<file path="src/rtl/dfi_phy_hs_responder.sv">
// PHY-side DFI handshake responder: LP ctrl/data, ctrlupd and phyupd handshakes.
// Optional feature: define DFI_PHY_RESP_PHYUPD_TIMEOUT_EN to enable the phyupd ack timeout.
module dfi_phy_hs_responder #(
  parameter int unsigned LP_ACK_DLY      = 2,
  parameter int unsigned CTRLUPD_ACK_DLY = 1,
  parameter int unsigned PHYUPD_HOLD     = 4,
  parameter int unsigned TPHYUPD_RESP    = 16
) (
  input  logic       clock,
  input  logic       reset,
  input  logic       lp_ctrl_req,
  input  logic       lp_data_req,
  input  logic [5:0] lp_ctrl_wakeup,
  input  logic [5:0] lp_data_wakeup,
  input  logic [1:0] lp_accept,
  output logic       lp_ctrl_ack,
  output logic       lp_data_ack,
  output logic [5:0] lp_ctrl_wakeup_q,
  output logic [5:0] lp_data_wakeup_q,
  input  logic       ctrlupd_req,
  output logic       ctrlupd_ack,
  input  logic       phyupd_start,
  input  logic [1:0] phyupd_type_in,
  output logic       phyupd_req,
  output logic [1:0] phyupd_type,
  input  logic       phyupd_ack,
  output logic       phyupd_busy,
  output logic       phyupd_err
);

  typedef enum logic [1:0] {LP_IDLE, LP_WAIT, LP_ACK, LP_REJ} lp_state_e;
  typedef enum logic [1:0] {CU_IDLE, CU_WAIT, CU_ACK} cu_state_e;
  typedef enum logic [1:0] {PU_IDLE, PU_REQ, PU_HOLD, PU_DROP} pu_state_e;

  localparam logic [7:0] LP_LD   = 8'(LP_ACK_DLY);
  localparam logic [7:0] CU_LD   = 8'(CTRLUPD_ACK_DLY);
  localparam logic [7:0] HOLD_LD = 8'(PHYUPD_HOLD);
  localparam logic [7:0] RESP_LD = 8'(TPHYUPD_RESP);

  function automatic logic [7:0] sat_dec(input logic [7:0] v);
    return (v == 8'd0) ? 8'd0 : v - 8'd1;
  endfunction

  // Index 0 is the ctrl channel, index 1 the data channel.
  lp_state_e  lp_state_q [2];
  lp_state_e  lp_state_d [2];
  logic [7:0] lp_cnt_q   [2];
  logic [7:0] lp_cnt_d   [2];
  logic [5:0] lp_wake_q  [2];
  logic [5:0] lp_wake_d  [2];
  logic [5:0] lp_wake_in [2];
  logic [1:0] lp_req;

  assign lp_req        = {lp_data_req, lp_ctrl_req};
  assign lp_wake_in[0] = lp_ctrl_wakeup;
  assign lp_wake_in[1] = lp_data_wakeup;

  // The cycle req is first sampled counts as the first delay cycle, so a delay of 1 acks immediately.
  always_comb begin
    for (int i = 0; i < 2; i++) begin
      lp_state_d[i] = lp_state_q[i];
      lp_cnt_d[i]   = lp_cnt_q[i];
      lp_wake_d[i]  = lp_wake_q[i];
      case (lp_state_q[i])
        LP_IDLE: begin
          if (lp_req[i]) begin
            if (lp_accept[i]) begin
              lp_wake_d[i]  = lp_wake_in[i];
              lp_cnt_d[i]   = LP_LD;
              lp_state_d[i] = (LP_LD <= 8'd1) ? LP_ACK : LP_WAIT;
            end else begin
              lp_state_d[i] = LP_REJ;
            end
          end
        end
        LP_WAIT: begin
          if (!lp_req[i]) begin
            lp_state_d[i] = LP_IDLE;
            lp_cnt_d[i]   = 8'd0;
          end else begin
            lp_cnt_d[i] = sat_dec(lp_cnt_q[i]);
            if (lp_cnt_q[i] <= 8'd2) lp_state_d[i] = LP_ACK;
          end
        end
        LP_ACK:  if (!lp_req[i]) lp_state_d[i] = LP_IDLE;
        LP_REJ:  if (!lp_req[i]) lp_state_d[i] = LP_IDLE;
        default: lp_state_d[i] = LP_IDLE;
      endcase
    end
  end

  always_ff @(posedge clock) begin
    for (int i = 0; i < 2; i++) begin
      if (!reset) begin
        lp_state_q[i] <= LP_IDLE;
        lp_cnt_q[i]   <= 8'd0;
        lp_wake_q[i]  <= 6'd0;
      end else begin
        lp_state_q[i] <= lp_state_d[i];
        lp_cnt_q[i]   <= lp_cnt_d[i];
        lp_wake_q[i]  <= lp_wake_d[i];
      end
    end
  end

  assign lp_ctrl_ack      = (lp_state_q[0] == LP_ACK);
  assign lp_data_ack      = (lp_state_q[1] == LP_ACK);
  assign lp_ctrl_wakeup_q = lp_wake_q[0];
  assign lp_data_wakeup_q = lp_wake_q[1];

  cu_state_e  cu_state_q, cu_state_d;
  logic [7:0] cu_cnt_q, cu_cnt_d;

  // ctrlupd holds off in IDLE while a phyupd request is on the bus.
  always_comb begin
    cu_state_d = cu_state_q;
    cu_cnt_d   = cu_cnt_q;
    case (cu_state_q)
      CU_IDLE: begin
        if (ctrlupd_req && !phyupd_req) begin
          cu_cnt_d   = CU_LD;
          cu_state_d = (CU_LD <= 8'd1) ? CU_ACK : CU_WAIT;
        end
      end
      CU_WAIT: begin
        if (!ctrlupd_req) begin
          cu_state_d = CU_IDLE;
          cu_cnt_d   = 8'd0;
        end else begin
          cu_cnt_d = sat_dec(cu_cnt_q);
          if (cu_cnt_q <= 8'd2) cu_state_d = CU_ACK;
        end
      end
      CU_ACK:  if (!ctrlupd_req) cu_state_d = CU_IDLE;
      default: cu_state_d = CU_IDLE;
    endcase
  end

  always_ff @(posedge clock) begin
    if (!reset) begin
      cu_state_q <= CU_IDLE;
      cu_cnt_q   <= 8'd0;
    end else begin
      cu_state_q <= cu_state_d;
      cu_cnt_q   <= cu_cnt_d;
    end
  end

  assign ctrlupd_ack = (cu_state_q == CU_ACK);

  pu_state_e  pu_state_q, pu_state_d;
  logic [7:0] pu_cnt_q, pu_cnt_d;
  logic       pending_q, pending_d;
  logic [1:0] type_q, type_d;
`ifdef DFI_PHY_RESP_PHYUPD_TIMEOUT_EN
  logic       err_q, err_d;
`endif

  // A start pulse launches in the same edge when ctrlupd is quiet; otherwise it parks in pending.
  always_comb begin
    pu_state_d = pu_state_q;
    pu_cnt_d   = pu_cnt_q;
    pending_d  = pending_q;
    type_d     = type_q;
`ifdef DFI_PHY_RESP_PHYUPD_TIMEOUT_EN
    err_d      = 1'b0;
`endif
    case (pu_state_q)
      PU_IDLE: begin
        if (phyupd_start && !pending_q) type_d = phyupd_type_in;
        if (pending_q || phyupd_start) begin
          if (!ctrlupd_req && !ctrlupd_ack) begin
            pu_state_d = PU_REQ;
            pu_cnt_d   = RESP_LD;
            pending_d  = 1'b0;
          end else begin
            pending_d = 1'b1;
          end
        end
      end
      PU_REQ: begin
        if (phyupd_ack) begin
          pu_cnt_d   = HOLD_LD;
          pu_state_d = (HOLD_LD <= 8'd1) ? PU_DROP : PU_HOLD;
        end
`ifdef DFI_PHY_RESP_PHYUPD_TIMEOUT_EN
        else if (pu_cnt_q <= 8'd1) begin
          pu_state_d = PU_DROP;
          pu_cnt_d   = 8'd0;
          err_d      = 1'b1;
        end else begin
          pu_cnt_d = sat_dec(pu_cnt_q);
        end
`endif
      end
      PU_HOLD: begin
        pu_cnt_d = sat_dec(pu_cnt_q);
        if (pu_cnt_q <= 8'd2) pu_state_d = PU_DROP;
      end
      PU_DROP: if (!phyupd_ack) pu_state_d = PU_IDLE;
      default: pu_state_d = PU_IDLE;
    endcase
  end

  always_ff @(posedge clock) begin
    if (!reset) begin
      pu_state_q <= PU_IDLE;
      pu_cnt_q   <= 8'd0;
      pending_q  <= 1'b0;
      type_q     <= 2'd0;
`ifdef DFI_PHY_RESP_PHYUPD_TIMEOUT_EN
      err_q      <= 1'b0;
`endif
    end else begin
      pu_state_q <= pu_state_d;
      pu_cnt_q   <= pu_cnt_d;
      pending_q  <= pending_d;
      type_q     <= type_d;
`ifdef DFI_PHY_RESP_PHYUPD_TIMEOUT_EN
      err_q      <= err_d;
`endif
    end
  end

  assign phyupd_req  = (pu_state_q == PU_REQ) || (pu_state_q == PU_HOLD);
  assign phyupd_type = type_q;
  assign phyupd_busy = pending_q || (pu_state_q != PU_IDLE);
`ifdef DFI_PHY_RESP_PHYUPD_TIMEOUT_EN
  assign phyupd_err  = err_q;
`else
  assign phyupd_err  = 1'b0;
`endif

endmodule

</file>
<file path="config.mk">
export PLATFORM = sky130hd
export DESIGN_NAME = dfi_phy_hs_responder
export DESIGN_NICKNAME = d
export VERILOG_FILES = /design/src/rtl/dfi_phy_hs_responder.sv
export SDC_FILE = /design/constraint.sdc
export NUM_CORES = 1
export LEC_CHECK = 0
export ABC_AREA = 1
export CORE_MARGIN = 10
export CORE_UTILIZATION = 40
export CTS_BUF_LIST = sky130_fd_sc_hd__clkbuf_8 sky130_fd_sc_hd__clkbuf_16
export DETAILED_ROUTE_END_ITERATION = 7
export PLACE_DENSITY = 0.7
export SYNTH_ARGS = -nofsm -noshare
export SYNTH_HDL_FRONTEND = slang
export SYNTH_SLANG_ARGS = --single-unit
</file>
<file path="constraint.sdc">
create_clock -name clock -period 2.75 [get_ports clock]
set_input_delay 0.55 -clock clock [delete_from_list [all_inputs] [get_ports clock]]
set_output_delay 0.55 -clock clock [all_outputs]
set_load 0.03 [all_outputs]
</file>
Yosys cells after proc, flatten, opt, wreduce, memory -nomap -nowiden
Memory sizes are Yosys's and may differ from the RTL's.
Cells that the tools add are included.
- flip-flop bits (word level): 23
- RAM bits: 32
- output and inout bits: 20
- word-level logic and storage cells: 128
- memories kept: 3
- $add $sub $neg: 4
- $lt $le $gt $ge: 4
- eq/ne operators: 19
- multiplexer cells: 57
- bitwise operators: 6
- reduce and logical (&&, ||, !) cells: 29
- memory list (name ; words ; bits a word ; rd ports ; clocked after Yosys merged registers in ; write ports ; line ; RTL):
    lp_cnt_q ; 2 ; 8 ; 2 ; 0 ; 2 ; 47 ; logic [7:0] lp_cnt_q [2];
    lp_wake_q ; 2 ; 6 ; 2 ; 0 ; 2 ; 49 ; logic [5:0] lp_wake_q [2];
    lp_state_q ; 2 ; 2 ; 2 ; 0 ; 2 ; 45 ; lp_state_e lp_state_q [2];
- operators with widths (operator ; count):
    $mux W8 ; 17
    $mux W6 ; 8
    $pmux W8 S2 ; 3
    $mux W2 ; 21
    $le A8 B2 Y1 const B ; 4
    $logic_not A8 Y1 ; 4
    $sub A8 B1 Y8 const B ; 4
    $pmux W8 S3 ; 1
    $pmux W2 S3 ; 3
    $eq A2 B2 Y1 const B ; 7
    $ne A2 B2 Y1 const B ; 7
    $eq A2 B1 Y1 const B ; 4
    $logic_not A2 Y1 ; 4
    $pmux W2 S4 ; 1
    $or A1 B1 Y1 ; 6
    $reduce_and A2 Y1 ; 3
    $reduce_and A5 Y1 ; 1
    $logic_not A1 Y1 ; 4
    $reduce_and A4 Y1 ; 1
    $reduce_bool A2 Y1 ; 2
    $reduce_or A2 Y1 ; 2
    $logic_and A1 B1 Y1 ; 3
    $logic_or A1 B1 Y1 ; 3
    $mux W1 ; 3
    other kinds (3) ; 3

Logic depth before layout (Yosys ltp)
- word-level depth: 6
- mapped depth: 12
- gate-level depth less buffers: 12

Worst setup path after synthesis
Ideal clock, no wire load.
- path kind: register to register
- start: register pu_state_q[0]
- end: register pu_cnt_q[3]
- library setup time: 0.117 ns
- data arrival time: 1.551 ns
- data required time: 2.633 ns
- path slack: 1.082 ns
- cell stages (with the launch flop): 10
- period minus slack after synthesis: 1.668 ns
- cell sequence: dfxtp_1 > inv_1 > ha_1 > inv_1 > nand2_2 > nand2_4 > nor2_4 > nand2_1 > nand2_1 > nor2_1
- word-level cells in the longest chain between the ends: 3
- elaborated cells between the ends (all ways): 9
- RTL lines (item ; line ; RTL):
    from (decl) ; 151 ; pu_state_e pu_state_q, pu_state_d;
    from (signal assigned) ; 215 ; pu_state_q <= pu_state_d;
    $eq A2 B1 Y1 (tied with other cells) ; 168 ; case (pu_state_q)
    $ne A2 B2 Y1 (no line) or $reduce_bool A3 Y1 (tied branches) ; - ;
    $reduce_and A4 Y1 (no line) ; - ;
    to (signal assigned) ; 216 ; pu_cnt_q <= pu_cnt_d;
    to (decl) ; 152 ; logic [7:0] pu_cnt_q, pu_cnt_d;
Several ways; a longest one is shown, not always the timed one.
A chain may end at the register's enable or synchronous reset.

Worst setup path in the final report
- start: register pu_state_q[0]
- end: output phyupd_busy
- word-level cells in the longest chain between the ends: 2
- RTL lines (item ; line ; RTL):
    $reduce_bool A2 Y1 ; 227 ; assign phyupd_busy = pending_q || (pu_state_q != PU_IDLE);
    $logic_or A1 B1 Y1 ; 227 ;
    to (decl) ; 27 ; output logic phyupd_busy,
No other way between the ends.

==> results by group <==
Outcome
  • Status: finished clean

Critical path
  • Critical Path Sink Type: output pin
  • Critical path class: reg2out
  • Arrival time worst endpoint: 1.80 ns
  • Req. time, crit path: 2.20 ns
  • Maximum fanout encountered on the critical timing path: 7
  • Launching instance or port of the critical path: pu_state_q[0]
  • Reg-to-Reg Start: pu_state_q[0]
  • Nature of the critical path startpoint: flop

Pwr
  • Switching power: 938 uW
  • Power Dens Cells: 754 mW/mm^2
  • Proportion of power drawn by combinational gates: 0.452
  • Power Total: 2270 uW
  • Sw Ratio: 0.414
  • Power share of the clock group: 0.179
  • Cell leakage power: 0.00132 uW
  • Internal cell power: 1330 uW
  • Relative contribution of sequential cells to total power: 0.369
  • Worst IR drop on VDD: 0.000374 V

Synthesis
  • Cell variety after synth: 36
  • #FFs+latches synth: 46
  • Share of cell area taken by muxes after synthesis: 0
  • Number of synthesized flops with an enable pin: 0
  • Leading cell type by number of instances after synthesis: nor2_1
  • Simple-gate share of the synthesized area: 0.319
  • Gate count of the mapped netlist: 353
  • Async set or reset register ratio after synthesis: 0
  • Commonest register cell after synthesis: dfxtp_1
  • Top cells by instance count after synthesis: 82 x nor2_1, 65 x nand2_1, 46 x dfxtp_1, 43 x inv_1, 24 x o21ai_0
  • Synth top area share: 0.380
  • Mapped Area: 0.00242 mm^2
  • Dominant combinational cell family by area after synthesis: simple AND/OR/NAND/NOR gates
  • Cell taking the most area after synthesis: dfxtp_1
  • Adder-Cell Fraction of Synth Area: 0.0620
  • Total nets after synthesis: 388
  • Yosys warns: 0
  • Post-Syn Area per Cell: 6.87 um^2
  • Synthesized-area fraction occupied by ao, oa, aoi and oai cells: 0.125
  • Xor and xnor area share after synthesis: 0.0289
  • Largest cells by area after synthesis: dfxtp_1 38%, nor2_1 13%, nand2_1 10%
  • Sequential-to-total area share from yosys stat: 0.380

Route
  • Average vias per placed instance: 4.66
  • Via count: 2210
  • Post-route DRC violation count: 0
  • Initial DRT Pass Iterations: 4
  • Wire length reported by the detailed router: 5410 um
  • Final ANT Viol Nets: 0
  • Avg WL per Cell: 11.4 um
  • Initial DRC Count: 77

Timing
  • Unrepaired setup endpoints after global routing: no
  • Maximum clock frequency: 426 MHz
  • Total Neg Setup Slack: 0 ns
  • Total count of hold-check failures in the final report: 0
  • Minimum setup slack in the final design: 0.404 ns
  • Final period util: 0.853
  • Final worst clock skew: 0.00613 ns
  • Count of pins over their slew limit: 0
  • Number of failing setup endpoints in the final timing report: 0
  • Shortest clock period the worst path allows after layout: 2.35 ns

CTS
  • Clock latency on the worst-skew pair: 0.29 ns
  • Number of levels the H-tree was split into: 2
  • Count of hold buffers inserted by post-cts repair: 0
  • TritonCTS clock tree: done
  • Cts bufs inserted: 5
  • Post-CTS repair timing setup buffer count: 0
  • Number of sinks driven by the clock tree: 46
  • Max Root-Sink Buffers: 2
  • PostCTS Resize Cnt: 0
  • Buffer type at the clock tree root: clkbuf_8
  • Clock input transition at the sequential cells of the worst setup and hold paths: 0.08 ns

Floorplan
  • Starting utilization of the core area: 0.412
  • Die Span X: 97.8 um
  • Die Outline Area: 0.00957 mm^2
  • Overall die height: 97.8 um
  • I/O Pins: 43
  • Placeable core region: 0.00589 mm^2
  • Count of standard-cell rows: 28

Final layout
  • Layout Area Growth over Synthesis: 24.0%
  • Total number of nets in the final design: 433
  • Proportion of layout cells with a drive suffix above 1: 0.0702
  • Antenna Diode Count: 0
  • Post-route core utilization: 0.511

Global routing
  • Via count of the first global-routing pass: 2074
  • Largest net degree at the start of global routing: 21
  • Antenna violations before repair: 0
  • Grt total ovfl: 0
  • Total track usage: 0.109
  • Global-route wire length before repair: 9030 um

Flow run
  • Number of max-cap violations: 0

Placement
  • Total of buffers placed on input and output ports: 41
  • Routability-driven placement congestion ratio: 0.866
  • Post-place setup slack: 0.713 ns
  • HPWL Detailed: 4250 um

Hold path
  • Worst hold path class: reg2reg
  • Origin of the worst min-delay path: phyupd_type[1]
-- layer usage --
| metal | vias to the layer above | global-route usage | wire length [um] |
|---|---|---|---|
| li1 | 1193 | - | - |
| met1 | 974 | 0.127 | 2580 |
| met2 | 41 | 0.185 | 2520 |
| met3 | 2 | 0.0324 | 269 |
| met4 | 0 | 0.0347 | 34 |
| met5 | - | 0 | 0 |
-- cell type report --
cell class | count | area (um^2)
timing repair buffer | 42 | 418
sequential | 46 | 921
clock buffer | 5 | 68.8
multi-input combinational | 256 | 1300
clock inverter | 3 | 21.3
tap | 75 | 93.8
fill | 592 | 2880
inverter | 47 | 181
-- critical path, cell delays in order (launching register included) --
cell and delay [ns]:
dfxtp_1 0.37, inv_1 0.09, ha_1 0.29, nand2_1 0.10
clkdlybuf4s50_1 0.66
-- cells by family after synthesis --
family | after synthesis
xor+xnor | 8
simple gates | 182
buf+inv | 51
flops | 46
fa+ha+maj | 12
other cells | 1
compound gates | 53
-- metrics by stage --
step	hold WS (ns)	cell area (um^2)	std cells
3_3_place_gp	0.436	2920	466
3_5_place_dp	0.443	2920	466
4_1_cts	0.456	3010	474
6_report	0.449	3010	474
2_1_floorplan	0.445	2420	353
5_1_grt	0.465	3010	474
-- layout by cell type, fill, tap and decap left out, drive strengths merged, types with 5 or more instances in the layout --
master / n
a21oi: 20
clkbuf: 5
clkdlybuf4s50: 41
dfxtp: 46
ha: 12
inv: 45
nand2: 68
nand3: 17
nor2: 87
o21ai: 28
xor2: 6
-- worst paths after layout --
check	endpoint	slack (ns)	cells past startpoint
min	phyupd_type[1]	0.45	2
max	phyupd_busy	0.40	4
min reg2reg	phyupd_type[1]	0.45	2
max reg2reg	pu_cnt_q[3]	1.14	9
-- state kept, by name, summed over array words and instances, names as in the netlist --
register	flops
pending_q	1
cu_state_q	1
pu_state_q	2
lp_state_q	4
lp_cnt_q	16
phyupd_type	2
lp_wake_q	12
pu_cnt_q	8
-- power groups by stage --
stage / Clock, uW / Combinational, uW / Sequential, uW
after floorplan: 0 / 728 / 888
after global placement: 0 / 1020 / 848
after detailed placement: 0 / 1030 / 853
after CTS: 423 / 1030 / 837
after global routing: 449 / 1160 / 849
final: 405 / 1020 / 837
No activity file was read; power rests on OpenSTA's default activity.
